===== config.mk =====
export PLATFORM = sky130hd
export DESIGN_NAME = mem_access_unit
export DESIGN_NICKNAME = d
export VERILOG_FILES = /design/src/rtl/mem_access_pkg.sv /design/src/rtl/mem_access_unit.sv
export SDC_FILE = /design/constraint.sdc
export NUM_CORES = 1
export LEC_CHECK = 0
export ABC_AREA = 1
export BUFFER_PORTS_ARGS = -buffer_cell sky130_fd_sc_hd__buf_2
export CORE_UTILIZATION = 30
export CTS_CLUSTER_DIAMETER = 120
export DETAILED_ROUTE_END_ITERATION = 7
export PLACE_DENSITY = 0.68
export SYNTH_ARGS = -nofsm -noshare
export SYNTH_HDL_FRONTEND = slang
export SYNTH_SLANG_ARGS = --single-unit

===== constraint.sdc =====
create_clock -name clk -period 2.1 [get_ports clk]
set_input_delay 0.21 -clock clk [delete_from_list [all_inputs] [get_ports clk]]
set_output_delay 0.21 -clock clk [all_outputs]
set_load 0.005 [all_outputs]

===== src/rtl/mem_access_pkg.sv =====
// Shared types for the scratch-RAM access unit: FSM state encoding and response error codes.
package mem_access_pkg;

  typedef enum logic [1:0] {
    IDLE,
    ISSUE,
    WAIT,
    RESP
  } mau_state_t;

  localparam logic [1:0] MAU_ERR_OK       = 2'b00;
  localparam logic [1:0] MAU_ERR_MISALIGN = 2'b01;
  localparam logic [1:0] MAU_ERR_RANGE    = 2'b10;

endpackage


===== src/rtl/mem_access_unit.sv =====
// Single-outstanding load/store initiator for the core's single-port scratch RAM.
// Define MEM_ACCESS_BOUNDS_CHECK_EN to reject addresses beyond the RAM instead of wrapping.
module mem_access_unit
  import mem_access_pkg::*;
#(
  parameter int ADDR_WIDTH = 9,
  parameter int DATA_WIDTH = 32,
  parameter int RD_LATENCY = 1
) (
  input  logic                  clk,
  input  logic                  rst_n,
  input  logic                  req_valid,
  output logic                  req_ready,
  input  logic                  req_we,
  input  logic [31:0]           req_addr,
  input  logic [DATA_WIDTH-1:0] req_wdata,
  output logic                  resp_valid,
  input  logic                  resp_ready,
  output logic [DATA_WIDTH-1:0] resp_rdata,
  output logic [1:0]            resp_err,
  output logic [ADDR_WIDTH-1:0] ram_addr,
  output logic                  ram_we,
  output logic [DATA_WIDTH-1:0] ram_data,
  input  logic [DATA_WIDTH-1:0] ram_q
);

  localparam int CNT_W = (RD_LATENCY < 2) ? 1 : $clog2(RD_LATENCY + 1);
  localparam logic [CNT_W-1:0] CNT_LOAD = CNT_W'(RD_LATENCY);
  localparam logic [CNT_W-1:0] CNT_ONE  = CNT_W'(1);

  mau_state_t       state;
  logic             op_we;
  logic [CNT_W-1:0] cnt;
  logic             misaligned;
  logic             out_of_range;

  assign misaligned = (req_addr[1:0] != 2'b00);

`ifdef MEM_ACCESS_BOUNDS_CHECK_EN
  assign out_of_range = |req_addr[31:ADDR_WIDTH+2];
`else
  // Upper address bits are deliberately dropped so the address wraps within the RAM.
  logic unused_upper;
  assign unused_upper = ^req_addr[31:ADDR_WIDTH+2];
  assign out_of_range = 1'b0;
`endif

  // NOTE: every state and output register is assigned with <= so all of them
  // update together from the values they held before the edge.
  always_ff @(posedge clk or negedge rst_n) begin
    if (!rst_n) begin
      state      <= IDLE;
      req_ready  <= 1'b0;
      resp_valid <= 1'b0;
      resp_rdata <= '0;
      resp_err   <= MAU_ERR_OK;
      ram_addr   <= '0;
      ram_we     <= 1'b0;
      ram_data   <= '0;
      op_we      <= 1'b0;
      cnt        <= '0;
    end else begin
      case (state)
        IDLE: begin
          req_ready <= 1'b1;
          if (req_valid && req_ready) begin
            req_ready  <= 1'b0;
            op_we      <= req_we;
            resp_rdata <= '0;
            resp_err   <= MAU_ERR_OK;
            if (misaligned) begin
              resp_err   <= MAU_ERR_MISALIGN;
              resp_valid <= 1'b1;
              state      <= RESP;
            end else if (out_of_range) begin
              resp_err   <= MAU_ERR_RANGE;
              resp_valid <= 1'b1;
              state      <= RESP;
            end else begin
              // Registered here so the RAM port is already driven during ISSUE.
              ram_addr <= req_addr[ADDR_WIDTH+1:2];
              ram_we   <= req_we;
              if (req_we) ram_data <= req_wdata;
              state <= ISSUE;
            end
          end
        end

        ISSUE: begin
          ram_we <= 1'b0;
          if (op_we) begin
            resp_valid <= 1'b1;
            state      <= RESP;
          end else begin
            cnt   <= CNT_LOAD;
            state <= WAIT;
          end
        end

        WAIT: begin
          cnt <= cnt - CNT_ONE;
          if (cnt == CNT_ONE) begin
            resp_rdata <= ram_q;
            resp_valid <= 1'b1;
            state      <= RESP;
          end
        end

        RESP: begin
          if (resp_ready) begin
            resp_valid <= 1'b0;
            req_ready  <= 1'b1;
            state      <= IDLE;
          end
        end

        default: state <= IDLE;
      endcase
    end
  end

endmodule

=== Yosys cells after proc, flatten, opt, wreduce, memory -nomap -nowiden ===
Index checks and enable logic that the tools add are counted.

* Register bits: 82
* Bits in latches: 0
* RAM bits: 0
* Bits in read-only memories: 0
* Input port bits: 101
* Output and inout bits: 78
* Word-level logic and storage cells: 62
* Memories kept: 0

* Add/sub/neg operators: 1
* Multipliers: 0
* Divide/modulo/power cells: 0
* $lt $le $gt $ge: 0
* Equal/unequal tests: 10
* Shifts and indexed selects: 0
* Muxes and demuxes: 24
* Bitwise operators: 1
* Reduce and logical (&&, ||, !) cells: 16

{| class="wikitable"
|+ Operators with widths
! kind !! number
|-
| $mux 32 || 2
|-
| $pmux 32 s2 || 1
|-
| $ne 2x2->1 const B || 7
|-
| $mux 1 || 12
|-
| $reduce_and 3->1 || 4
|-
| $reduce_bool 2->1 || 5
|-
| $mux 2 || 4
|-
| $pmux 2 s4 || 1
|-
| $pmux 1 s2 || 3
|-
| $reduce_and 2->1 || 3
|-
| $reduce_and 5->1 || 1
|-
| $eq 2x2->1 const B || 2
|-
| $pmux 1 s4 || 1
|-
| $reduce_and 4->1 || 1
|-
| $eq 2x1->1 const B || 1
|-
| $logic_not 2->1 || 1
|-
| $logic_and 1x1->1 || 1
|-
| $not 1->1 || 1
|-
| $sub 1x1->1 const B || 1
|}

=== Depth between registers and ports, before layout ===
Gate-level depths: netlist of the first run.

* Depth in word-level cells: 4
* Mapped depth: 9
* Mapped depth without buffers: 8

=== Worst setup path after synthesis of the first run ===
No wires, ideal clock.

* Path kind: reg2reg
* Start point: register state[0]
* End point: register resp_rdata[0]
* Arrival: 1.345 ns
* Data required time: 1.974 ns
* Slack: 0.630 ns
* Cell stages (with the launch flop): 9
* Buffers on the path: 2
* Period minus slack after synthesis: 1.470 ns
* Path through: dfrtp_1 > inv_1 > ha_1 > buf_4 > nand2_1 > o211ai_4 > buf_2 > nand2_1 > o21ai_0

* Longest elaborated chain between the ends: 3
* Elaborated cells on any way between the ends: 7
* Those cells by class: eq/ne: 3; mux: 1; reduce/logical: 3

{| class="wikitable"
|+ RTL lines
! item !! RTL line !! source
|-
| start: declaration || mem_access_unit.sv:31 || <nowiki>mau_state_t state;</nowiki>
|-
| start signal: assignment || mem_access_unit.sv:52 || <nowiki>state <= IDLE;</nowiki>
|-
| start signal: assignment || mem_access_unit.sv:74 || <nowiki>state <= RESP;</nowiki>
|-
| start signal: assignment || mem_access_unit.sv:78 || <nowiki>state <= RESP;</nowiki>
|-
| $eq 2x2->1 or $logic_not 2->1 (tied branches) || mem_access_unit.sv:63 || <nowiki>case (state)</nowiki>
|-
| $ne 2x2->1 (no line) or $reduce_bool 2->1 (tied branches) || n/a ||
|-
| $reduce_and 3->1 (no line) || n/a ||
|-
| end signal: assignment || mem_access_unit.sv:103 || <nowiki>resp_rdata <= ram_q;</nowiki>
|-
| end: declaration || mem_access_unit.sv:19 || <nowiki>output logic [DATA_WIDTH-1:0] resp_rdata,</nowiki>
|}

Parallel ways exist; a longest one is shown, timed or not.
A chain may end at the register's enable or synchronous reset.

=== Worst setup path in the final report of the first run ===
* Start point: register state[0]
* End point: register ram_data[1]

* Longest elaborated chain between the ends: 2

{| class="wikitable"
|+ RTL lines
! item !! RTL line !! source
|-
| $logic_not 2->1 || mem_access_unit.sv:63 ||
|-
| $reduce_and 4->1 (no line) || n/a ||
|-
| end signal: assignment || mem_access_unit.sv:83 || <nowiki>if (req_we) ram_data <= req_wdata;</nowiki>
|-
| end: declaration || mem_access_unit.sv:23 || <nowiki>output logic [DATA_WIDTH-1:0] ram_data,</nowiki>
|}

Every way passes these cells.

==> metrics.csv, run 1 <==
stage,metric,value,unit
worst_setup_path,max_stage_delay,0.44,ns
routing,drt_iter0_drc,166,
worst_setup_path,critical_path.slowest_cell,dfrtp_1,
clock_network,root_buffer,clkbuf_8,
floorplan,initial_core_util,30.7,%
synthesis,yosys-top-cells-area,"dfrtp_1 61%, nand2_1 23%, o21ai_0 4.2%, ha_1 1.9%, o21ai_1 1.8%",
synthesis,async_reset_ff_share,100,%
timing,period_share,86.4,%
worst_setup_path,worstSetupEndpointType,register,
routing,wl_per_cell,11.7,microns
routing,routed_via_density,4.33,
timing,slew_violations,0,
place,placed_area,0.00426,sq mm
global_route,grt_pass1_wl,13.0,mm
pwr,seqPwrFrac,41.4,%
place,dp_hpwl,5.92,mm
layout,drive_gt1_share,33.8,%
run,maxCapViolCount,0,
global_route,grt_max_degree,54,
synthesis,syn-instance-count,380,
timing,fin_crit,1.82,ns
synthesis,synth_warnings,0,
pwr,internal_power,3.69,mW
timing,finClkSkew,0.00733,ns
pwr,swShare,35.5,%
global_route,grt_usage,14.4,%
place,place_congestion,0.724,
timing,fmax,551,MHz
layout,n_antenna_cell,0,
routing,num_vias,2937,
synthesis,synth_top_area_share,60.9,%
routing,ant_nets,0,
timing,setup_slack,0.285,ns
global_route,gr-usage-met2,23.9,%
worst_setup_path,path_cells,inv_1 -> ha_1 -> nand3_2 -> nor2_2 -> nand2_2 -> inv_2 -> buf_12 -> nand2_1 -> nand2_1,
pwr,finalPower,5.72,mW
global_route,grt_pass1_vias,2819,
synthesis,synth_edf_count,0,
synthesis,synth.distinct_cells,22,
synthesis,synth_nets,486,
global_route,met3_usage,2.91,%
worst_setup_path,startpoint_type,register,
clock_network,clock_latency,0.34,ns
floorplan,die_height,107,microns
place,port-buffer-count,156,
clock_network,clk_pin_slew,0.08,ns
floorplan,die_x,107,microns
clock_network,cts_sinks,81,
worst_setup_path,crit_type,reg -> reg,
clock_network,numCtsBuffers,9,
routing,drc,0,
synthesis,synthesis.area,0.00333,sq mm
pwr,p_leak,2.55,nW
floorplan,io-pin-count,179,
global_route,grt.busiest_layer,met2,
global_route,met1_usage,18.0,%
global_route,antenna_found_initial,0,
synthesis,avgSynthCellArea,8.76,sq um
layout,stdcell_count,679,
clock_network,htreeDepth,3,
layout,nets,642,
outcome,outcome,completed,
layout,postLayoutCellArea,0.00449,sq mm
timing,setup_viol,0,
place,dp.cells,664,
floorplan,rows,38,
synthesis,ys_ff_latch,81,
place,dp_slack,0.286,ns
worst_setup_path,path_max_fanout,20,
pwr,p_clk_share,21.5,%
clock_network,postCtsResizedCells,0,
synthesis,ys_seq_area_share,60.9,%
timing,hold_violations,0,
timing,rsz0062_at_grt,false,
pwr,combinationalPowerShare,37.1,%
clock_network,cts_tree,done,
worst_setup_path,worstPathArrival,2.09,ns
global_route,grt_overflow,0,
worst_setup_path,r2r_setup_slack,0.28,ns
synthesis,ys_top_cells_by_count,"206 x nand2_1, 81 x dfrtp_1, 28 x o21ai_0",
floorplan,fp.dieArea,0.0115,sq mm
pwr,ir_drop,0.452,mV
pwr,p_switching,2.03,mW
layout,areaGrowthSynthToFinish,34.8,%
worst_setup_path,cp_data_required_time,2.37,ns
pwr,p_per_area,1280,mW/mm^2
worst_setup_path,cpMostUsedCell,nand2_1,
min_path,min_path_type,in -> reg,
synthesis,synth_area_leader_cell,dfrtp_1,
floorplan,coreArea,0.0108,sq mm
timing,fin_tns_setup,0,ns
clock_network,clockBufferDepth,2,
routing,wirelength,7.92,mm
routing,drtPass1Iterations,4,
synthesis,synth.most_common_cell,nand2_1,
synthesis,ys.flop_type,dfrtp_1,
==> per-stage QoR <==
| step | utilization (%) | hold WS (ns) |
|---|---|---|
| 6_report | 41.4 | 0.0637 |
| 5_1_grt | 41.4 | 0.0332 |
| 4_1_cts | 41.4 | 0.0342 |
| 3_5_place_dp | 39.3 | 0.203 |
| 3_3_place_gp | 39.3 | 0.201 |
| 2_1_floorplan | - | -0.0856 |
==> cells in the final DEF (no fill, tap or decap), drive strengths merged <==
| cell | synthesis | final |
|---|---|---|
| clkinv | 0 | 1 |
| nor2 | 4 | 4 |
| buf | 13 | 162 |
| o21ai | 40 | 40 |
| ha | 5 | 5 |
| inv | 15 | 15 |
| o211ai | 2 | 2 |
| conb | 1 | 1 |
| o21a | 1 | 1 |
| nand2 | 207 | 207 |
| nand3 | 4 | 4 |
| dlygate4sd3 | 0 | 1 |
| dfrtp | 81 | 81 |
| a21oi | 2 | 2 |
| bufinv | 0 | 2 |
| clkbuf | 5 | 11 |
==> worst max-delay path, delay by kind of cell (launching register included) <==
kind / cells / cell delay [ns]
buffers and inverters: 3 / 0.54
and+or+nand+nor: 5 / 0.46
DFF: 1 / 0.44
adders and majority gates: 1 / 0.30
==> cells by family after synthesis <==
group / Yosys count / share of synthesized area (%)
DFF: 81 / 60.9
AOI/OAI and AO/OA: 45 / 7.41
other: 1 / 0.113
adders and majority gates: 5 / 1.88
and+or+nand+nor: 215 / 24.7
buffers and inverters: 33 / 5.00
==> layer usage <==
metal | routed length, microns | vias up
met5 | 0 | -
met4 | 144 | 0
met3 | 324 | 10
met2 | 3900 | 85
met1 | 3560 | 1362
li1 | - | 1480
==> layout make-up <==
cell class	instances	area, sq um
well taps	140	175
inverters	15	56.3
flip-flops and latches	81	2030
repair buffers	163	876
clock inverters	3	65.1
clock buffers	11	151
multi-input cells	266	1130
fillers	1110	6350
==> registers in the layout, summed over array words and instances, names as in the netlist, 2 cells and up <==
name        flops
ram_addr        9
ram_data       32
resp_rdata     32
state           2
==> power by group through the flow <==
stage / Sequential (mW) / Clock (mW) / Combinational [mW]
after global placement: 2.37 / 0 / 2.09
final: 2.37 / 1.23 / 2.12
after floorplan: 2.43 / 0 / 1.22
after CTS: 2.37 / 1.28 / 2.17
after detailed placement: 2.40 / 0 / 2.16
after global routing: 2.44 / 1.36 / 2.45
==> worst paths after layout <==
check	start	endpoint	depth (start not counted)
setup / recovery	state[0]$_DFFE_PN0P_	ram_data[1]$_DFFE_PN0P_	9
max in group asynchronous	rst_n	ram_data[0]$_DFFE_PN0P_	3
hold / removal	req_wdata[4]	ram_data[4]$_DFFE_PN0P_	3
setup reg to reg	state[0]$_DFFE_PN0P_	ram_data[1]$_DFFE_PN0P_	9
min in group asynchronous	rst_n	ram_data[28]$_DFFE_PN0P_	2
hold reg to reg	ram_data[20]$_DFFE_PN0P_	ram_data[20]$_DFFE_PN0P_	2
==> repair_timing <==
action / 4_1_cts / 5_1_grt
buffers inserted: 0 / 0
hold endpoints to repair: 37 / 0
hold buffers: 1 / 0
endpoints found under the setup margin: 0 / 0
Note: power is estimated with default switching activity, not from simulation.
==> inputs of run 2 (changes only) <==
- ABC_AREA: 1 -> unset
==> metrics.csv, run 2 <==
stage,metric,value,unit,change
outcome,outcome,completed,,
layout,areaGrowthSynthToFinish,38.3,%,
clock_network,cts_sinks,81,,unchanged
place,port-buffer-count,156,,unchanged
worst_setup_path,path_buf_inv,2,,-1
timing,worstMarginPinSlew,0.705,ns,
synthesis,synth_edf_count,0,,unchanged
layout,top_regs,"ram_data: 32 flops, resp_rdata: 32 flops, ram_addr: 9 flops",,
worst_setup_path,worstSetupEndpointType,register,,
clock_network,numCtsBuffers,9,,unchanged
timing,relSlewSlack,52.9,%,
global_route,antenna_found_initial,1,,+1
clock_network,post_cts_buffers,0,,unchanged
routing,drtPass1Iterations,4,,unchanged
floorplan,rows,38,,unchanged
global_route,grt_pass1_wl,13.2,mm,+0.90%
worst_setup_path,crit_family,simple AND/OR/NAND/NOR gates,,
worst_setup_path,critical_path.slowest_cell,or3b_1,,
timing,rsz0062_at_grt,false,,
synthesis,synthesis.area,0.00345,sq mm,+3.7%
worst_setup_path,cp_data_required_time,2.31,ns,-0.06 ns
clock_network,htreeDepth,3,,unchanged
floorplan,initial_core_util,31.3,%,+0.59 points
synthesis,async_reset_ff_share,100,%,unchanged
routing,wirelength,8.64,mm,+9.0%
routing,met2WireLength,4.41,mm,+13%
worst_setup_path,worstPathArrival,2.11,ns,+0.02 ns
layout,nets,556,,-13%
floorplan,io-pin-count,179,,unchanged
place,placed_area,0.00444,sq mm,+4.3%
place,dp_hpwl,6.08,mm,+2.8%
layout,postLayoutCellArea,0.00477,sq mm,+6.4%
synthesis,ys_ff_latch,81,,unchanged
clock_network,root_buffer,clkbuf_16,,
floorplan,fp.dieArea,0.0119,sq mm,+3.7%
pwr,p_leak,2.73,nW,+7.0%
synthesis,synth_area_leader_cell,dfrtp_1,,
synthesis,synth.most_common_cell,dfrtp_1,,
global_route,grt_max_degree,44,,-19%
routing,num_vias,2618,,-11%
timing,setup_viol,0,,unchanged
run,maxCapViolCount,0,,unchanged
synthesis,ys.flop_type,dfrtp_1,,
synthesis,synth_top_area_share,58.7,%,-2.2 points
timing,slew_violations,0,,unchanged
routing,wl_met3,423,microns,+31%
routing,ant_nets,0,,unchanged
global_route,grt_usage,15.0,%,+0.67 points
synthesis,synth_warnings,0,,unchanged
layout,drive_gt1_share,52.1,%,+18 points
synthesis,syn-instance-count,281,,-26%
routing,wl_met1,3.72,mm,+4.5%
timing,fmax,526,MHz,-4.5%
worst_setup_path,max_stage_delay,0.43,ns,about the same
timing,fin_tns_setup,0,ns,unchanged
floorplan,die_height,109,microns,+1.8%
clock_network,clk_pin_slew,0.06,ns,-0.02 ns
global_route,grt_overflow,0,,unchanged
worst_setup_path,startpoint_type,register,,
clock_network,clock_latency,0.34,ns,about the same
worst_setup_path,crit_type,reg -> reg,,
synthesis,synth_nets,387,,-20%
place,place_congestion,0.805,,+11%
timing,hold_violations,0,,unchanged
floorplan,die_x,109,microns,+1.8%
worst_setup_path,path_max_fanout,4,,-80%
synthesis,yosys-top-cells-area,"dfrtp_1 59%, mux2_4 13%, nand2_1 7.3%, nand3_1 4.9%, mux2_2 3.9%",,
global_route,grt_pass1_vias,2598,,-7.8%
worst_setup_path,path_cells,inv_1 -> ha_1 -> a21boi_2 -> buf_4 -> or3b_1 -> nor4b_1 -> a21oi_1,,
timing,period_share,90.5,%,+4.0 points
synthesis,avgSynthCellArea,12.3,sq um,+40%
timing,finClkSkew,0.00591,ns,-0.00142 ns
min_path,min_path_type,in -> reg,,
pwr,p_per_area,1470,mW/mm^2,+15%
floorplan,coreArea,0.0110,sq mm,+1.8%
layout,final_cell_mix,"155 x buf_2, 81 x dfrtp_1, 67 x nand2_1, 34 x nand3_1, 30 x mux2_4",,
pwr,ir_drop,0.762,mV,+68%
timing,fin_crit,1.90,ns,+0.0846 ns
synthesis,ys_top_cells_by_count,"81 x dfrtp_1, 67 x nand2_1, 34 x nand3_1",,
routing,wl_per_cell,14.5,microns,+24%
clock_network,cts_tree,done,,
synthesis,synth.distinct_cells,33,,+50%
routing,top_layer,met4,,
routing,routed_via_density,4.39,,+1.6%
routing,drc,0,,unchanged
synthesis,ys_seq_area_share,58.7,%,-2.2 points
clock_network,clockBufferDepth,2,,unchanged
layout,final_common_cell,buf_2,,
routing,drt_iter0_drc,116,,-30%
## run 2: cell types whose count changed after synthesis, moves of 3 or more
cell	delta
buf_2	-3
buf_6	+3
inv_1	-10
mux2_2	+12
mux2_4	+30
nand2_1	-139
nand3_1	+31
o21ai_0	-23
o21ai_1	-12
## run 2: kinds of logic (layout without fill, tap and decap cells)
family                   count (synthesis)  after routing  share of synthesized area [%]
other                                    1              2                          0.109
flip-flops                              81             81                           58.7
multiplexers                            42             42                           17.0
AND/OR/NAND/NOR                        118            119                           15.9
buffers and inverters                   19            192                           3.77
adder cells (fa/ha/maj)                  5              5                           1.81
AO/OA/AOI/OAI                           15             15                           2.75
## run 2: worst paths after layout
path,start,to,slack (ns),cells past startpoint
max,state[0]$_DFFE_PN0P_,state[0]$_DFFE_PN0P_,0.20,7
min,ram_q[9],resp_rdata[9]$_DFFE_PN0P_,0.09,3
max reg2reg,state[0]$_DFFE_PN0P_,state[0]$_DFFE_PN0P_,0.20,7
min reg2reg,resp_rdata[22]$_DFFE_PN0P_,resp_rdata[22]$_DFFE_PN0P_,0.46,2
max in group asynchronous,rst_n,resp_rdata[30]$_DFFE_PN0P_,1.04,3
min in group asynchronous,rst_n,ram_addr[7]$_DFFE_PN0P_,0.44,2
## run 2: area by class of cell
class	count	area [sq um]
fill	1074	6260
clock inverter	5	55.1
timing repair buffer	173	938
multi-input combinational	182	1320
clock buffer	11	243
tap	140	175
antenna	1	2.50
inverter	3	11.3
sequential	81	2030
## run 2: metal layers
layer / up-vias / GRT usage, %
met4: 0 / 5.71
met3: 7 / 5.02
li1: 1282 / -
met2: 69 / 24.8
met1: 1260 / 18.1
met5: - / 0
## run 2: where the power goes
group | leakage (nW) | total (mW) | internal [mW] | switching, mW
registers | 1.05 | 2.66 | 2.28 | 0.377
clock network | 0.142 | 1.57 | 0.949 | 0.624
logic | 1.54 | 2.76 | 1.40 | 1.37
total | 2.73 | 6.99 | 4.63 | 2.37
## run 2: repair_timing
action	CTS	global route
pin swaps	0	0
gates cloned	1	0
endpoints found under the hold margin	42	0
resized for setup	1	1
hold buffers	1	0
endpoints found under the setup margin	22	25
## run 2: through the flow
step	hold WS, ns	utilization (%)	power, mW	setup slack, ns	cells
after floorplan	-0.0856	-	4.24	0.362	281
after global placement	0.238	40.3	5.33	0.00387	577
after detailed placement	0.258	40.3	5.43	-0.0344	577
after CTS	0.0713	43.2	7.12	0.0718	595
after global routing	0.0737	43.3	7.56	0.0313	596
final	0.0867	43.3	6.99	0.200	596
## run 2: tightest hold or removal path, stage by stage
cell	delay [ns]
buf_2	0.07
nand3_1	0.05
nand2_1	0.06
==> inputs of run 3 (changes only) <==
- PLACE_DENSITY: 0.68 -> 0.7
- clock period: 2.1 -> 1.7 ns (I/O delays scaled with it)
==> metrics.csv, run 3 (synthesized netlist as in run 2, its figures left out) <==
stage,metric,value,unit,change
worst_setup_path,crit_family,simple AND/OR/NAND/NOR gates,,
routing,wl_per_cell,14.3,microns,-1.5%
worst_setup_path,r2r_setup_slack,0.05,ns,-0.15 ns
global_route,antenna_found_initial,0,,-1
floorplan,rows,38,,unchanged
layout,final_common_cell,buf_2,,
clock_network,htreeDepth,3,,unchanged
worst_setup_path,r2r_end,state[0]$_DFFE_PN0P_,,
min_path,min_path_type,in -> reg,,
place,dp_hpwl,6.33,mm,+4.0%
worst_setup_path,startpoint_type,register,,
worst_setup_path,reg2reg_depth,6,,-1
routing,drt_iter0_drc,101,,-13%
pwr,p_leak,2.80,nW,+2.7%
layout,drive_gt1_share,55.4,%,+3.3 points
clock_network,cts_sinks,81,,unchanged
timing,fin_tns_setup,0,ns,unchanged
layout,finish.utilization,44.8,%,+1.5 points
clock_network,root_buffer,clkbuf_16,,
pwr,p_per_area,1850,mW/mm^2,+26%
worst_setup_path,worstPathArrival,1.86,ns,-0.25 ns
run,maxCapViolCount,0,,unchanged
place,port-buffer-count,156,,unchanged
min_path,min_from,ram_q[22],,
worst_setup_path,cp_num_cells,6,,-1
worst_setup_path,cp_data_required_time,1.91,ns,-0.40 ns
place,place_congestion,0.768,,-4.7%
outcome,outcome,completed,,
global_route,grt_usage,14.4,%,-0.61 points
layout,areaGrowthSynthToFinish,43.2,%,
routing,ant_nets,0,,unchanged
worst_setup_path,max_stage_delay,0.41,ns,-0.02 ns
timing,hold_violations,0,,unchanged
floorplan,coreArea,0.0110,sq mm,unchanged
place,placed_area,0.00450,sq mm,+1.2%
routing,wirelength,8.63,mm,-0.15%
global_route,grt_pass1_wl,12.9,mm,-1.9%
timing,holdWs,0.0560,ns,-0.0306 ns
layout,n_antenna_cell,0,,-1
global_route,grt_overflow,0,,unchanged
global_route,grt_pass1_vias,2679,,+3.1%
layout,top_regs,"ram_data: 32 flops, resp_rdata: 32 flops, ram_addr: 9 flops",,
clock_network,clockBufferDepth,2,,unchanged
routing,num_vias,2696,,+3.0%
floorplan,initial_core_util,31.3,%,unchanged
worst_setup_path,critical_path.slowest_cell,dfrtp_1,,
clock_network,clk_pin_slew,0.06,ns,about the same
min_path,holdPathStages,3,,unchanged
worst_setup_path,path_buf_inv,1,,-1
layout,nets,565,,+1.6%
layout,stdcell_count,604,,+1.3%
timing,slew_violations,0,,unchanged
clock_network,clock_latency,0.34,ns,about the same
worst_setup_path,path_cells,buf_4 -> ha_2 -> nand2b_1 -> or3b_4 -> nor4b_4 -> a21oi_1,,
layout,postLayoutCellArea,0.00494,sq mm,+3.6%
timing,period_share,96.9,%,+6.5 points
timing,fmax,607,MHz,+15%
timing,rsz0062_at_grt,true,,
floorplan,die_x,109,microns,unchanged
timing,setup_viol,0,,unchanged
clock_network,cts_tree,done,,
routing,drtPass1Iterations,4,,unchanged
worst_setup_path,worstSetupEndpointType,register,,
routing,drc,0,,unchanged
worst_setup_path,path_max_fanout,4,,unchanged
pwr,ir_drop,0.788,mV,+3.5%
global_route,grt_max_degree,29,,-34%
timing,fin_crit,1.65,ns,-0.252 ns
timing,finClkSkew,0.00538,ns,-0.000530 ns
floorplan,die_height,109,microns,unchanged
min_path,hold_end,resp_rdata[22]$_DFFE_PN0P_,,
floorplan,fp.dieArea,0.0119,sq mm,unchanged
worst_setup_path,worstReg2RegStart,state[1]$_DFFE_PN0P_,,
routing,routed_via_density,4.46,,+1.6%
floorplan,io-pin-count,179,,unchanged
layout,final_cell_mix,"155 x buf_2, 81 x dfrtp_1, 67 x nand2_1, 34 x nand3_1, 30 x mux2_4",,
place,dp.cells,582,,+0.87%
clock_network,numCtsBuffers,9,,unchanged
worst_setup_path,crit_type,reg -> reg,,
run 3: area by class of cell:
type	instances	area, sq um
timing repair buffer	183	1050
clock inverter	7	95.1
tap	140	175
multi-input combinational	181	1360
inverter	3	11.3
clock buffer	9	225
sequential	81	2030
fill	1056	6090
run 3: stage by stage:
stage	power, mW	setup slack [ns]
after detailed placement	6.82	-0.0775
after floorplan	5.24	0.000579
after CTS	9.03	0.0140
after global placement	6.68	-0.0225
final	9.16	0.0524
after global routing	9.82	-0.0165
run 3: repair_timing:
item,CTS,global route
endpoints found under the setup margin,68,62
endpoints found under the hold margin,26,0
cloned,0,1
gates resized for setup,6,10
setup buffers,1,3
pin swaps,1,3
hold buffers,1,0
run 3: metal layers:
metal	routed length (microns)	share of wire [%]	global-route usage [%]	vias up
met3	450	5.2	3.47	11
met1	3440	40	16.3	1304
li1	-	-	-	1298
met4	135	1.6	6.76	0
met2	4600	53	25.4	83
met5	0	0	0	-
run 3: worst max-delay path by stage:
stage / startpoint / end
final: state[1]$_DFFE_PN0P_ / state[0]$_DFFE_PN0P_
after global routing: state[0]$_DFFE_PN0P_ / resp_rdata[9]$_DFFE_PN0P_
after floorplan: state[0]$_DFFE_PN0P_ / resp_rdata[0]$_DFFE_PN0P_
after detailed placement: state[0]$_DFFE_PN0P_ / resp_rdata[2]$_DFFE_PN0P_
after CTS: state[1]$_DFFE_PN0P_ / ram_data[14]$_DFFE_PN0P_
after global placement: state[0]$_DFFE_PN0P_ / resp_rdata[19]$_DFFE_PN0P_
run 3: power by group:
part,internal (mW),switching (mW)
combinational,2.05,1.76
sequential,2.82,0.471
clock,1.28,0.777
total,6.15,3.01
run 3: worst register-to-register path: stages, from the launching register on:
cell	delay [ns]
dfrtp_1	0.41
buf_4	0.15
ha_2	0.17
nand2b_1	0.09
or3b_4	0.42
nor4b_4	0.22
a21oi_1	0.07
